**src/rtl/mini16_uart_arb_pkg.sv**
```systemverilog
// mini16_uart_arb_pkg
// Shared definitions for the mini16 UART transmit arbiter: the arbiter state
// encoding and a clog2 helper that never returns zero, so index ports stay at
// least one bit wide.
package mini16_uart_arb_pkg;

  localparam int STATE_W = 2;

  typedef enum logic [STATE_W-1:0] {
    ST_IDLE      = 2'd0,
    ST_START     = 2'd1,
    ST_WAIT_BUSY = 2'd2,
    ST_WAIT_DONE = 2'd3
  } arb_state_t;

  function automatic int clog2_min1(input int n);
    return (n > 1) ? $clog2(n) : 1;
  endfunction

endpackage

```
**src/rtl/mini16_rr_pick.sv**
```systemverilog
// mini16_rr_pick
// Combinational rotate-priority encoder. Starting at i_ptr and searching
// upward with wrap at N-1, returns the first set request bit.
// Ports:
//   i_req    [N-1:0]   request vector
//   i_ptr    [PW-1:0]  highest-priority index (must be < N)
//   o_winner [PW-1:0]  index of the selected request
//   o_found            at least one request bit set
module mini16_rr_pick #(
  parameter int N  = 4,
  parameter int PW = 2
) (
  input  logic [N-1:0]  i_req,
  input  logic [PW-1:0] i_ptr,
  output logic [PW-1:0] o_winner,
  output logic          o_found
);

  // One spare bit so ptr + offset cannot overflow before the wrap compare.
  logic [PW:0] w_sum;

  // NOTE: every signal written in always_comb gets a default first, so no
  // path leaves it unassigned and no latch is inferred.
  always_comb begin
    o_found  = 1'b0;
    o_winner = '0;
    w_sum    = '0;
    // Walk from the farthest offset down to 0: the nearest hit is written last.
    for (int k = N - 1; k >= 0; k--) begin
      w_sum = {1'b0, i_ptr} + (PW + 1)'(k);
      if (w_sum >= (PW + 1)'(N)) w_sum = w_sum - (PW + 1)'(N);
      if (i_req[w_sum[PW-1:0]]) begin
        o_found  = 1'b1;
        o_winner = w_sum[PW-1:0];
      end
    end
  end

endmodule

```
**src/rtl/mini16_uart_tx_arbiter.sv**
```systemverilog
// mini16_uart_tx_arbiter
// Shares one UART transmitter among CORES requesters with byte-level
// round-robin arbitration. A granted byte is latched, a one-cycle start pulse
// is sent to the UART, and the grant is returned once uart_busy falls again.
// A start that never sees uart_busy within BUSY_TIMEOUT cycles is abandoned
// and flagged in the sticky timeout_err.
// Optional feature: define UART_ARB_LOCK_EN to let the current owner keep
// the grant across bytes while it holds req_lock; otherwise req_lock is unused.
// Ports:
//   clk, reset (async, active low)
//   req_valid/req_data/req_lock  per-requester byte offer and lock request
//   req_ready                    one-cycle accept pulse per requester
//   uart_start/uart_data_tx      start pulse and held byte to the UART
//   uart_busy                    UART transmitting
//   owner                        last granted requester
//   arb_busy                     arbiter not idle (decoded from state)
//   timeout_err                  sticky start-not-acknowledged flag
module mini16_uart_tx_arbiter
  import mini16_uart_arb_pkg::*;
#(
  parameter int  CORES        = 4,
  parameter int  WIDTH        = 8,
  parameter int  BUSY_TIMEOUT = 16,
  localparam int IDX_W        = clog2_min1(CORES)
) (
  input  logic                   clk,
  input  logic                   reset,
  input  logic [CORES-1:0]       req_valid,
  input  logic [CORES*WIDTH-1:0] req_data,
  input  logic [CORES-1:0]       req_lock,
  output logic [CORES-1:0]       req_ready,
  output logic                   uart_start,
  output logic [WIDTH-1:0]       uart_data_tx,
  input  logic                   uart_busy,
  output logic [IDX_W-1:0]       owner,
  output logic                   arb_busy,
  output logic                   timeout_err
);

  localparam int               CNT_W    = clog2_min1(BUSY_TIMEOUT);
  localparam logic [CNT_W-1:0] CNT_LAST = CNT_W'(BUSY_TIMEOUT - 1);

  // Explicit compare so a non-power-of-two CORES wraps at CORES-1.
  function automatic logic [IDX_W-1:0] f_next_idx(input logic [IDX_W-1:0] i_idx);
    if (int'(i_idx) == CORES - 1) return '0;
    return i_idx + IDX_W'(1);
  endfunction

  arb_state_t         r_state, w_state_nxt;
  logic [IDX_W-1:0]   r_ptr, r_owner;
  logic [CNT_W-1:0]   r_cnt;
  logic [CORES-1:0]   r_req_ready;
  logic               r_uart_start;
  logic [WIDTH-1:0]   r_data;
  logic               r_timeout_err;

  logic [CORES-1:0]   w_pick_req;
  logic [IDX_W-1:0]   w_pick_ptr, w_ptr_after, w_winner;
  logic               w_found, w_grant, w_fire, w_timeout, w_done;

`ifdef UART_ARB_LOCK_EN
  logic               r_locked;
  logic [CORES-1:0]   w_owner_mask;

  assign w_owner_mask = {{(CORES-1){1'b0}}, 1'b1} << r_owner;
  // While the lock is held only the owner may win; once it drops, the search
  // starts just past the owner as if the lock had never been taken.
  assign w_pick_req  = (r_locked && req_lock[r_owner]) ? (req_valid & w_owner_mask) : req_valid;
  assign w_pick_ptr  = (r_locked && !req_lock[r_owner]) ? f_next_idx(r_owner) : r_ptr;
  assign w_ptr_after = req_lock[r_owner] ? r_owner : f_next_idx(r_owner);

  always_ff @(posedge clk or negedge reset) begin
    if (!reset)       r_locked <= 1'b0;
    else if (w_done)  r_locked <= req_lock[r_owner];
    else if (w_grant) r_locked <= 1'b0;
  end
`else
  logic w_unused_lock;

  assign w_unused_lock = ^req_lock;
  assign w_pick_req    = req_valid;
  assign w_pick_ptr    = r_ptr;
  assign w_ptr_after   = f_next_idx(r_owner);
`endif

  mini16_rr_pick #(
    .N  (CORES),
    .PW (IDX_W)
  ) u_pick (
    .i_req    (w_pick_req),
    .i_ptr    (w_pick_ptr),
    .o_winner (w_winner),
    .o_found  (w_found)
  );

  // State register.
  // NOTE: clocked state uses non-blocking assignments so every register
  // samples pre-edge values regardless of block ordering.
  always_ff @(posedge clk or negedge reset) begin
    if (!reset) r_state <= ST_IDLE;
    else        r_state <= w_state_nxt;
  end

  // Next-state logic.
  always_comb begin
    w_state_nxt = r_state;
    unique case (r_state)
      ST_IDLE:      if (w_found) w_state_nxt = ST_START;
      ST_START:     w_state_nxt = ST_WAIT_BUSY;
      ST_WAIT_BUSY: begin
        if (uart_busy)              w_state_nxt = ST_WAIT_DONE;
        else if (r_cnt == CNT_LAST) w_state_nxt = ST_IDLE;
      end
      ST_WAIT_DONE: if (!uart_busy) w_state_nxt = ST_IDLE;
      default:      w_state_nxt = ST_IDLE;
    endcase
  end

  // Output decode: per-state events that drive the registered datapath.
  always_comb begin
    w_grant   = 1'b0;
    w_fire    = 1'b0;
    w_timeout = 1'b0;
    w_done    = 1'b0;
    unique case (r_state)
      ST_IDLE:      w_grant   = w_found;
      ST_START:     w_fire    = 1'b1;
      ST_WAIT_BUSY: w_timeout = !uart_busy && (r_cnt == CNT_LAST);
      ST_WAIT_DONE: w_done    = !uart_busy;
      default:      ;
    endcase
  end

  always_ff @(posedge clk or negedge reset) begin
    if (!reset) begin
      r_ptr         <= '0;
      r_owner       <= '0;
      r_cnt         <= '0;
      r_req_ready   <= '0;
      r_uart_start  <= 1'b0;
      r_data        <= '0;
      r_timeout_err <= 1'b0;
    end else begin
      r_req_ready  <= '0;
      r_uart_start <= w_fire;
      if (w_grant) begin
        r_req_ready <= {{(CORES-1){1'b0}}, 1'b1} << w_winner;
        r_data      <= req_data[int'(w_winner)*WIDTH +: WIDTH];
        r_owner     <= w_winner;
      end
      if (w_fire)                         r_cnt <= '0;
      else if (r_state == ST_WAIT_BUSY)   r_cnt <= r_cnt + CNT_W'(1);
      if (w_timeout) r_timeout_err <= 1'b1;
      // A timed-out byte leaves ptr alone; only a completed byte advances it.
      if (w_done)    r_ptr <= w_ptr_after;
    end
  end

  assign req_ready    = r_req_ready;
  assign uart_start   = r_uart_start;
  assign uart_data_tx = r_data;
  assign owner        = r_owner;
  assign timeout_err  = r_timeout_err;
  assign arb_busy     = (r_state != ST_IDLE);

endmodule
```
**config.mk**
```make
export PLATFORM = sky130hd
export DESIGN_NAME = mini16_uart_tx_arbiter
export DESIGN_NICKNAME = d
export VERILOG_FILES = /design/src/rtl/mini16_uart_arb_pkg.sv /design/src/rtl/mini16_rr_pick.sv /design/src/rtl/mini16_uart_tx_arbiter.sv
export SDC_FILE = /design/constraint.sdc
export NUM_CORES = 1
export LEC_CHECK = 0
export ABC_AREA = 1
export CAP_MARGIN = 20
export CORE_UTILIZATION = 49
export CTS_CLUSTER_DIAMETER = 120
export CTS_CLUSTER_SIZE = 12
export DETAILED_ROUTE_END_ITERATION = 8
export GPL_TIMING_DRIVEN = 0
export PLACE_DENSITY = 0.92
export SYNTH_ARGS = -nofsm -noshare
export SYNTH_HDL_FRONTEND = slang
export SYNTH_HIERARCHICAL = 1
export SYNTH_SLANG_ARGS = --single-unit
```
**constraint.sdc**
```tcl
create_clock -name clk -period 3 [get_ports clk]
set_input_delay 0.6 -clock clk [delete_from_list [all_inputs] [get_ports clk]]
set_output_delay 0.6 -clock clk [all_outputs]
set_load 0.05 [all_outputs]
```
==> results of run 1 <==
synth_stat cells, drive strengths merged:
| cell type | n |
|---|---|
| and2 | 1 |
| a21oi | 2 |
| inv | 53 |
| a21o | 1 |
| nand2 | 113 |
| dfrtp | 24 |
| a31oi | 1 |
| nand3 | 29 |
| buf | 7 |
| o21a | 1 |
| nor2 | 10 |
| ha | 7 |
| o31ai | 1 |
| o21ai | 5 |
| nor3 | 1 |
cells in the final DEF, fill, tap and decap left out, drive strengths merged:
master,instances
bufinv,1
o21a,1
nor3,1
nand3,29
buf,8
clkbuf,3
o31ai,1
clkdlybuf4s50,55
nand2,113
inv,53
nor2,10
and2,1
ha,7
o21ai,5
a21oi,2
a21o,1
dfrtp,24
a31oi,1
power breakdown:
| part | internal [mW] | total, mW | switching [mW] |
|---|---|---|---|
| Sequential | 0.467 | 0.564 | 0.0963 |
| Combinational | 0.754 | 2.06 | 1.30 |
| Clock | 0.135 | 0.238 | 0.103 |
| Total | 1.36 | 2.86 | 1.50 |
flip-flops by register name, indices dropped and copies added (netlist names):
signal        count
owner             2
r_cnt             4
r_ptr             2
r_state           2
req_ready         4
timeout_err       1
uart_data_tx      8
uart_start        1
layer usage:
layer  vias up  track usage (%)  wire [um]
met4         0            8.766         79
li1        882                -          -
met2        43            40.84       1950
met5         -                0          0
met1       747            26.50       1738
met3         9            2.731        167
stage by stage:
step	utilization (%)	cells	cell area [um2]	setup slack [ns]	hold slack [ns]
final	72.07	362	2405	0.3957	0.4857
after global routing	72.07	362	2405	0.3141	0.5098
after CTS	71.24	361	2377	0.3917	0.4850
after detailed placement	69.67	357	2325	0.6267	0.4464
after global placement	69.67	357	2325	0.6745	0.4532
after floorplan	-	256	1717	1.224	0.3044
worst reg2reg max path, cell delays in order (launching register included):
cell     delay (ns)
dfrtp_1        0.42
buf_6          0.15
inv_4          0.06
nand2_1        0.06
nand2_2        0.09
inv_2          0.04
nand2_1        0.08
nand3_2        0.08
nand2_1        0.06
nand2_1        0.04
nand2_1        0.10
buf_6          0.16
buf_12         0.14
nand2_2        0.08
nand3_2        0.08
nand2_1        0.05
nand2_1        0.05
nand2_1        0.05
area by class of cell:
class	count	area, um2
Fill cell	267	932.1
Multi-Input combinational cell	172	845.8
Sequential cell	24	600.6
Timing Repair Buffer	56	578.1
Inverter	53	201.4
Buffer	7	68.82
Tap cell	46	57.56
Clock inverter	1	30.03
Clock buffer	3	22.52
worst min-delay path by stage:
stage | endpoint | slack, ns | depth (start not counted)
after floorplan | owner[0] | 0.30 | 0
after global placement | timeout_err | 0.45 | 1
after detailed placement | timeout_err | 0.45 | 1
after CTS | timeout_err | 0.48 | 1
after global routing | uart_data_tx[7] | 0.51 | 2
final | timeout_err | 0.49 | 1
cells by family (layout without fill, tap and decap cells):
family,Yosys count,in the layout,share of synthesized area (%)
simple gates,154,154,40.23
flops,24,24,34.99
fa+ha+maj,7,7,5.102
compound gates,11,11,3.937
buf+inv,60,120,15.74
==> summary.md, run 1 <==
| Metric | Value |
|---|---|
| Vias in the first global route | 1465 |
| Worst Setup End Kind | output pin |
| Crit-path cells | inv_1 > ha_1 > inv_1 > clkdlybuf4s50_1 |
| Max Slew Vio Count | 0 |
| Worst R2R End | uart_data_tx[2] |
| YS warnings | 6 |
| FF+latch count, synth | 24 |
| Max cap viols | 0 |
| Top cell type's share of synthesized area | 34.99% |
| Delay-heaviest family, CP | buffers and inverters |
| Nets@finish | 367 |
| Total Wirelength | 3936 um |
| Status | complete, no violations |
| Die height | 61.19 um |
| Arr. time, crit path | 2.00 ns |
| Hold buffers post-CTS | 0 |
| Slowest-stage cell, CP | clkdlybuf4s50_1 |
| Avg Inst Size Synth | 6.706 um2 |
| Most frequent CP cell | inv_1 |
| R2r setup slk | 1.12 ns |
| I/O pins | 60 |
| Leakage Power | 1.347 nW |
| Setup TNS | 0 ns |
| Critical Path Start Type | register |
| Min-delay src | timeout_err |
| Worst min path class | register to register |
| Setup violators final | 0 |
| RSZ-0062 raised after global routing | no |
| Setup CP Type | register to output pin |
| Critical R2R Launch | r_ptr[0] |
| Final Power | 2.858 mW |
| DRC viols | 0 |
| Detailed-route wire length per cell | 10.87 um |
| Worst-Margin Slew | 0.5200 ns |
| CP Depth | 4 |
| Data required, critical path | 2.40 ns |
| Fin crit share | 86.81% |
| IO buf count | 55 |
| Area delta synth->final | 40.09% |
| Top post-synthesis cells by area | dfrtp_1, nand2_1, inv_1, nand3_1, ha_1 |
| 1st-iter DRT viols | 100 |
| CTS tree | built |
| Clock transition at the registers of the reported paths | 0.14 ns |
| Initial antenna violation count | 0 |
| CP max FO | 5 |
| All-layer global routing usage | 22.32% |
| Drt pass-1 iters | 4 |
| Worst Setup SP | r_state[0] |
| Initial Utilization | 51.44% |
| # diodes | 0 |
| Layout cells sized above 1 | 13.29% |
| Via count | 1681 |
| CTS H-tree lvls | 1 |
| Rel. slew slack | 65.23% |
| Longest Clk Path Bufs | 2 |
| CTS Buf Count | 3 |
| Min Tclk post-route | 2.604 ns |
| Post_cts resized | 0 |
| Clock Latency Late Sink | 0.33 ns |
| CP peak stage delay | 0.80 ns |
| Antenna Nets Post-Route | 0 |
| Root buffer selected by CTS | clkbuf_4 |
| Vias/cell | 4.644 |
| Max Clk Rate | 0.3840 GHz |
| Post-Syn Nets | 306 |
| First-pass GRT wire length | 6182 um |
| Floorplan core area | 0.003337 mm2 |
| DP HPWL | 2952 um |
| Cells after Synth | 256 |
| Cells on worst reg2reg path | 17 |
| Mapped Area | 0.001717 mm2 |
| Pwr/cell area | 1189 mW/mm2 |
| WP buf/inv | 3 |
| Rows | 21 |
| Crit path to | arb_busy |
| Maximum VDD drop | 0.6668 mV |
| Final clock skew | 0.01680 ns |
| Seq/Total Area, Yosys | 34.99% |
| Die Area | 0.003744 mm2 |
| GPL Wtd Cong | 0.7990 |
| Yosys top cell by area | dfrtp_1 |
| Hold violation count in the final report | 0 |
| Post-CTS setup buffers | 0 |
| Congestion Overflow GR | 0 |
| Die width | 61.19 um |
| Largest net degree at the start of global routing | 25 |
| CTS sink count | 24 |
| Synth unique cells | 23 |
Note: power is estimated with default switching activity, not from simulation.
==> run 2: changes to the inputs <==
--- a/config.mk
+++ b/config.mk
@@ -7,12 +7,12 @@
 export LEC_CHECK = 0
 export ABC_AREA = 1
 export CAP_MARGIN = 20
-export CORE_UTILIZATION = 49
+export CORE_UTILIZATION = 45
 export CTS_CLUSTER_DIAMETER = 120
 export CTS_CLUSTER_SIZE = 12
 export DETAILED_ROUTE_END_ITERATION = 8
 export GPL_TIMING_DRIVEN = 0
-export PLACE_DENSITY = 0.92
+export PLACE_DENSITY = 0.86
 export SYNTH_ARGS = -nofsm -noshare
 export SYNTH_HDL_FRONTEND = slang
 export SYNTH_HIERARCHICAL = 1
==> constraint.sdc (replaced) <==
create_clock -name clk -period 2.5 [get_ports clk]
set_input_delay 0.5 -clock clk [delete_from_list [all_inputs] [get_ports clk]]
set_output_delay 0.5 -clock clk [all_outputs]
set_load 0.05 [all_outputs]
==> summary.md, run 2 (synthesis results as in run 1) <==
| Metric | Value |
|---|---|
| Most common cell after layout, fill and taps aside | nand2_1 |
| Longest Clk Path Bufs | 2 (unchanged) |
| Design area | 0.002399 mm2 (-0.26%) |
| Die width | 63.77 um (+4.2%) |
| Most frequent CP cell | inv_1 |
| DR WL met3 | 143 um (-14%) |
| Max Slew Vio Count | 0 (unchanged) |
| Clock transition at the registers of the reported paths | 0.08 ns (-0.06 ns) |
| Die Area | 0.004066 mm2 (+8.6%) |
| Status | complete, no violations |
| Setup TNS | 0 ns (unchanged) |
| GPL Wtd Cong | 0.8482 (+6.2%) |
| Most frequent cells in the layout | nand2_1, clkdlybuf4s50_1, inv_1 |
| Power share of the sequential group | 20.3% (+0.6 points) |
| CTS H-tree lvls | 1 (unchanged) |
| Min Tclk post-route | 2.036 ns |
| Dpl cells | 359 (+0.56%) |
| R2r setup slk | 0.65 ns (-0.47 ns) |
| Setup WS pre-CTS | 0.2518 ns (-0.3748 ns) |
| Floorplan core area | 0.003661 mm2 (+9.7%) |
| Via count | 1659 (-1.3%) |
| Layout cells sized above 1 | 13.02% (-0.28 points) |
| 1st-iter DRT viols | 78 (-22%) |
| I/O pins | 60 (unchanged) |
| CTS tree | built |
| Post-CTS setup buffers | 0 (unchanged) |
| Die height | 63.77 um (+4.2%) |
| Cells on worst reg2reg path | 17 (unchanged) |
| Placed cell areas | 0.002327 mm2 (+0.11%) |
| Max Clk Rate | 0.4911 GHz |
| Vias/cell | 4.570 (-1.6%) |
| Vias in the first global route | 1468 (+0.20%) |
| Initial antenna violation count | 0 (unchanged) |
| Critical Path Start Type | register |
| M1 WL | 1724 um (-0.81%) |
| Largest net degree at the start of global routing | 25 (unchanged) |
| Antenna Nets Post-Route | 0 (unchanged) |
| CP max FO | 5 (unchanged) |
| Nets@finish | 367 (unchanged) |
| Leakage Power | 1.348 nW (about the same) |
| Area delta synth->final | 39.72% |
| Arr. time, crit path | 1.54 ns (-0.46 ns) |
| Crit-path cells | inv_1 > ha_1 > inv_1 > dlymetal6s2s_1 |
| Final clock skew | 0.01033 ns (-0.006473 ns) |
| # diodes | 0 (unchanged) |
| Worst setup margin | 0.4639 ns (+0.06819 ns) |
| Int Power | 1.575 mW (+16%) |
| Max cap viols | 0 (unchanged) |
| DRC viols | 0 (unchanged) |
| First-pass GRT wire length | 6389 um (+3.3%) |
| Setup CP Type | register to output pin |
| Rows | 22 (+4.8%) |
| Top routing layer used | met4 |
| Congestion Overflow GR | 0 (unchanged) |
| Maximum VDD drop | 0.8746 mV (+31%) |
| RSZ-0062 raised after global routing | no |
| Slowest-stage cell, CP | dfrtp_1 |
| Fin crit share | 81.45% |
| Rel. slew slack | 64.84% (-0.39 points) |
| Sw Ratio | 52.82% (+0.29 points) |
| Initial Utilization | 46.89% (-4.6 points) |
| Hold violation count in the final report | 0 (unchanged) |
| IO buf count | 55 (unchanged) |
| Largest register FFs | 8 (unchanged) |
| DP HPWL | 2946 um (-0.19%) |
| Worst-Margin Slew | 0.5258 ns (+0.005801 ns) |
| Sw Pwr | 1.764 mW (+17%) |
| Worst min path class | register to register |
| Root buffer selected by CTS | clkbuf_8 |
| Non-Filler Instances | 363 (+0.28%) |
| Final Power | 3.339 mW (+17%) |
| Comb power frac | 73.0% (+1.1 points) |
| Setup violators final | 0 (unchanged) |
| Detailed-route wire length per cell | 10.63 um (-2.3%) |
| Hold slack | 0.4729 ns (-0.01289 ns) |
| CTS sink count | 24 (unchanged) |
| Worst Setup End Kind | output pin |
| All-layer global routing usage | 20.22% (-2.1 points) |
| Drt pass-1 iters | 4 (unchanged) |
| Metal2 WL | 1925 um (-1.3%) |
| Clk pwr share | 6.7% (-1.6 points) |
| Total Wirelength | 3858 um (-2.0%) |
| Clock Latency Late Sink | 0.27 ns (-0.06 ns) |
| Data required, critical path | 2.00 ns (-0.40 ns) |
| Final core occ | 65.52% (-6.5 points) |
| CTS Buf Count | 3 (unchanged) |
| Hold depth | 1 (unchanged) |
| Pwr/cell area | 1392 mW/mm2 (+17%) |
| CP peak stage delay | 0.43 ns (-0.37 ns) |
run 2: changes by cell type in the layout (fill, tap and decap cells not counted), sizes merged:
cell,previous run,this run
bufinv,1,0
clkdlybuf4s50,55,54
dlymetal6s2s,0,1
run 2: area by class of cell:
class                      instances  area (um2)
buffer                             7       68.82
clock buffer                       3       41.29
fill                             329        1262
inverter                          53       201.4
multi-input combinational        172       845.8
sequential                        24       600.6
tap                               48       60.06
timing repair buffer              56       580.6
run 2: path summary, 6_finish.rpt:
| path | start | to |
|---|---|---|
| worst max register to register | r_ptr[0] | uart_data_tx[5] |
| max in group asynchronous | reset | uart_start |
| min in group asynchronous | reset | req_ready[2] |
| worst min register to register | timeout_err | timeout_err |
| worst max-delay path | r_state[0] | arb_busy |
| worst min-delay path | timeout_err | timeout_err |
run 2: power groups by stage:
stage          registers [mW]  logic, mW  clock network [mW]
3_3_place_gp            0.680       2.40                   0
4_1_cts                 0.678       2.45               0.233
3_5_place_dp            0.683       2.44                   0
6_report                0.679       2.44               0.223
2_1_floorplan            1.02       1.49                   0
5_1_grt                 0.701       2.69               0.249
run 2: worst max-delay path: cells and delay by family, from the launching register on:
family | cells | cell delay, ns
flops | 1 | 0.43
buf+inv | 3 | 0.61
fa+ha+maj | 1 | 0.23
run 2: what timing repair did:
action / CTS / global route
hold buffers: 0 / 0
resized for setup: 0 / 1
endpoints found under the setup margin: 0 / 1
run 2: metal layers:
layer	GRT usage (%)	vias to the layer above
met5	0	-
met3	3.929	9
li1	-	881
met4	5.966	0
met1	24.55	737
met2	35.90	32
==> run 3: changes to the inputs <==
--- a/config.mk
+++ b/config.mk
@@ -7,12 +7,12 @@
 export LEC_CHECK = 0
 export ABC_AREA = 1
 export CAP_MARGIN = 20
-export CORE_UTILIZATION = 45
+export CORE_UTILIZATION = 41
 export CTS_CLUSTER_DIAMETER = 120
 export CTS_CLUSTER_SIZE = 12
 export DETAILED_ROUTE_END_ITERATION = 8
 export GPL_TIMING_DRIVEN = 0
-export PLACE_DENSITY = 0.86
+export PLACE_DENSITY = 0.83
 export SYNTH_ARGS = -nofsm -noshare
 export SYNTH_HDL_FRONTEND = slang
 export SYNTH_HIERARCHICAL = 1
==> constraint.sdc (replaced) <==
create_clock -name clk -period 1.7 [get_ports clk]
set_input_delay 0.34 -clock clk [delete_from_list [all_inputs] [get_ports clk]]
set_output_delay 0.34 -clock clk [all_outputs]
set_load 0.05 [all_outputs]
==> summary.md, run 3 (synthesis results as in run 1) <==
| Metric | Value |
|---|---|
| Detailed-route wire length per cell | 11.72 um (+10%) |
| Critical Path Start Type | primary input |
| Maximum VDD drop | 1.195 mV (+37%) |
| Die height | 66.71 um (+4.6%) |
| Final Power | 5.758 mW (+72%) |
| Crit-path cells | clkdlybuf4s50_1 > inv_2 > nand2_2 > nand3_1 > nand2_2 > inv_2 > nand2_1 > nand2_1 > nand2_2 > buf_6 > buf_4 > nand2_1 > nand3_1 > nand2_1 > nand2_1 > nand2_1 |
| Largest net degree at the start of global routing | 25 (unchanged) |
| Most frequent CP cell | nand2_1 |
| All-layer global routing usage | 18.58% (-1.6 points) |
| CTS Buf Count | 3 (unchanged) |
| Dpl cells | 361 (+0.56%) |
| Layout cells sized above 1 | 23.08% (+10 points) |
| # diodes | 0 (unchanged) |
| IO buf count | 55 (unchanged) |
| Worst Setup End Kind | register |
| Congestion Overflow GR | 0 (unchanged) |
| CP peak stage delay | 0.47 ns (+0.04 ns) |
| Longest Clk Path Bufs | 2 (unchanged) |
| Leakage Power | 1.502 nW (+11%) |
| Worst min path class | primary input to asynchronous set/reset pin |
| Die Area | 0.004450 mm2 (+9.4%) |
| DP HPWL | 3020 um (+2.5%) |
| Max Clk Rate | 0.5278 GHz |
| Final clock skew | 0.002648 ns (-0.007681 ns) |
| Setup TNS | -1.525 ns (-1.525 ns) |
| Final core occ | 65.34% (-0.17 points) |
| Most frequent cells in the layout | nand2_1, inv_1, clkdlybuf4s50_1 |
| Slowest-stage cell, CP | clkdlybuf4s50_1 |
| GPL Wtd Cong | 0.8852 (+4.4%) |
| Die width | 66.71 um (+4.6%) |
| Status | complete, but fails checks |
| Largest register FFs | 8 (unchanged) |
| Nets@finish | 376 (+2.5%) |
| Worst setup margin | -0.1946 ns (-0.6585 ns) |
| Worst-Margin Slew | 0.5458 ns (+0.02003 ns) |
| Critical R2R Launch | r_ptr[0] |
| Most common cell after layout, fill and taps aside | nand2_1 |
| Worst R2R End | uart_data_tx[1] |
| Max cap viols | 0 (unchanged) |
| Initial antenna violation count | 0 (unchanged) |
| Clock transition at the registers of the reported paths | 0.08 ns (about the same) |
| Fin crit share | 111.4% |
| CTS sink count | 24 (unchanged) |
| 1st-iter DRT viols | 66 (-15%) |
| CP max FO | 5 (unchanged) |
| Cells on worst reg2reg path | 16 (-1) |
| Setup WS pre-CTS | -0.4304 ns (-0.6823 ns) |
| Vias/cell | 4.653 (+1.8%) |
| DRC viols | 0 (unchanged) |
| Design area | 0.002614 mm2 (+9.0%) |
| Total Wirelength | 4395 um (+14%) |
| Floorplan core area | 0.004000 mm2 (+9.3%) |
| Via count | 1745 (+5.2%) |
| I/O pins | 60 (unchanged) |
| Antenna Nets Post-Route | 0 (unchanged) |
| Arr. time, crit path | 2.05 ns (+0.51 ns) |
| Initial Utilization | 42.92% (-4.0 points) |
| First-pass GRT wire length | 6313 um (-1.2%) |
| Clock Latency Late Sink | 0.26 ns (about the same) |
| RSZ-0062 raised after global routing | yes |
| Pwr/cell area | 2203 mW/mm2 (+58%) |
| Setup violators final | 11 (+11) |
| Area delta synth->final | 52.26% |
| Root buffer selected by CTS | clkbuf_8 |
| R2r setup slk | -0.16 ns (-0.81 ns) |
| Vias in the first global route | 1504 (+2.5%) |
| Rows | 23 (+4.5%) |
| Non-Filler Instances | 375 (+3.3%) |
| Hold violation count in the final report | 0 (unchanged) |
| Hold buffers post-CTS | 0 (unchanged) |
| Drt pass-1 iters | 4 (unchanged) |
| Hold slack | 0.2663 ns (-0.2065 ns) |
| Failing checks | negative setup slack |
| Rel. slew slack | 63.76% (-1.1 points) |
| CTS tree | built |
| CTS H-tree lvls | 1 (unchanged) |
| Setup CP Type | primary input to register |
| Placed cell areas | 0.002330 mm2 (+0.11%) |
| Min Tclk post-route | 1.895 ns |
| Max Slew Vio Count | 0 (unchanged) |
| Data required, critical path | 1.86 ns (-0.14 ns) |
[run 3: cell count changes in the layout (fill, tap and decap cells not counted), sizes merged]
cell | before | now
clkbuf | 3 | 8
inv | 53 | 52
clkdlybuf4s50 | 54 | 37
buf | 8 | 14
clkinv | 0 | 1
dlygate4sd2 | 0 | 16
[run 3: layout make-up]
class / count / area, um2
Buffer: 7 / 81.33
Clock buffer: 4 / 55.05
Fill cell: 339 / 1386
Inverter: 53 / 209.0
Multi-Input combinational cell: 172 / 948.4
Sequential cell: 24 / 600.6
Tap cell: 50 / 62.56
Timing Repair Buffer: 65 / 656.9
[run 3: routing by layer]
metal,global-route usage [%],vias to the layer above,routed length (um)
met3,3.596,8,225
met5,0,-,0
met1,23.05,794,1795
li1,-,900,-
met4,6.117,0,77
met2,31.94,43,2296
[run 3: report_power, final]
part | switching [mW] | internal (mW)
clock | 0.174 | 0.207
sequential | 0.166 | 0.826
combinational | 2.64 | 1.74
[run 3: worst max-delay path: cells and delay by family]
kind | cells | cell delay [ns]
AND/OR/NAND/NOR | 11 | 0.86
buffers and inverters | 5 | 0.85
[run 3: how the worst max path moves through the flow]
stage / startpoint / end / slack [ns] / cells past startpoint
4_1_cts: r_ptr[0] / uart_data_tx[6] / -0.14 / 17
6_report: req_valid[3] / uart_data_tx[1] / -0.19 / 16
3_5_place_dp: req_valid[3] / uart_data_tx[6] / -0.43 / 16
5_1_grt: req_valid[3] / uart_data_tx[1] / -0.33 / 16
3_3_place_gp: req_valid[3] / uart_data_tx[6] / -0.38 / 16
2_1_floorplan: r_ptr[0] / uart_data_tx[0] / 0.04 / 17
[run 3: what timing repair did]
item                       CTS  global route
pin swaps                    0            28
setup endpoints to repair   27            15
buffers inserted             1             6
cloned                       0             2
gates resized for setup     23            38
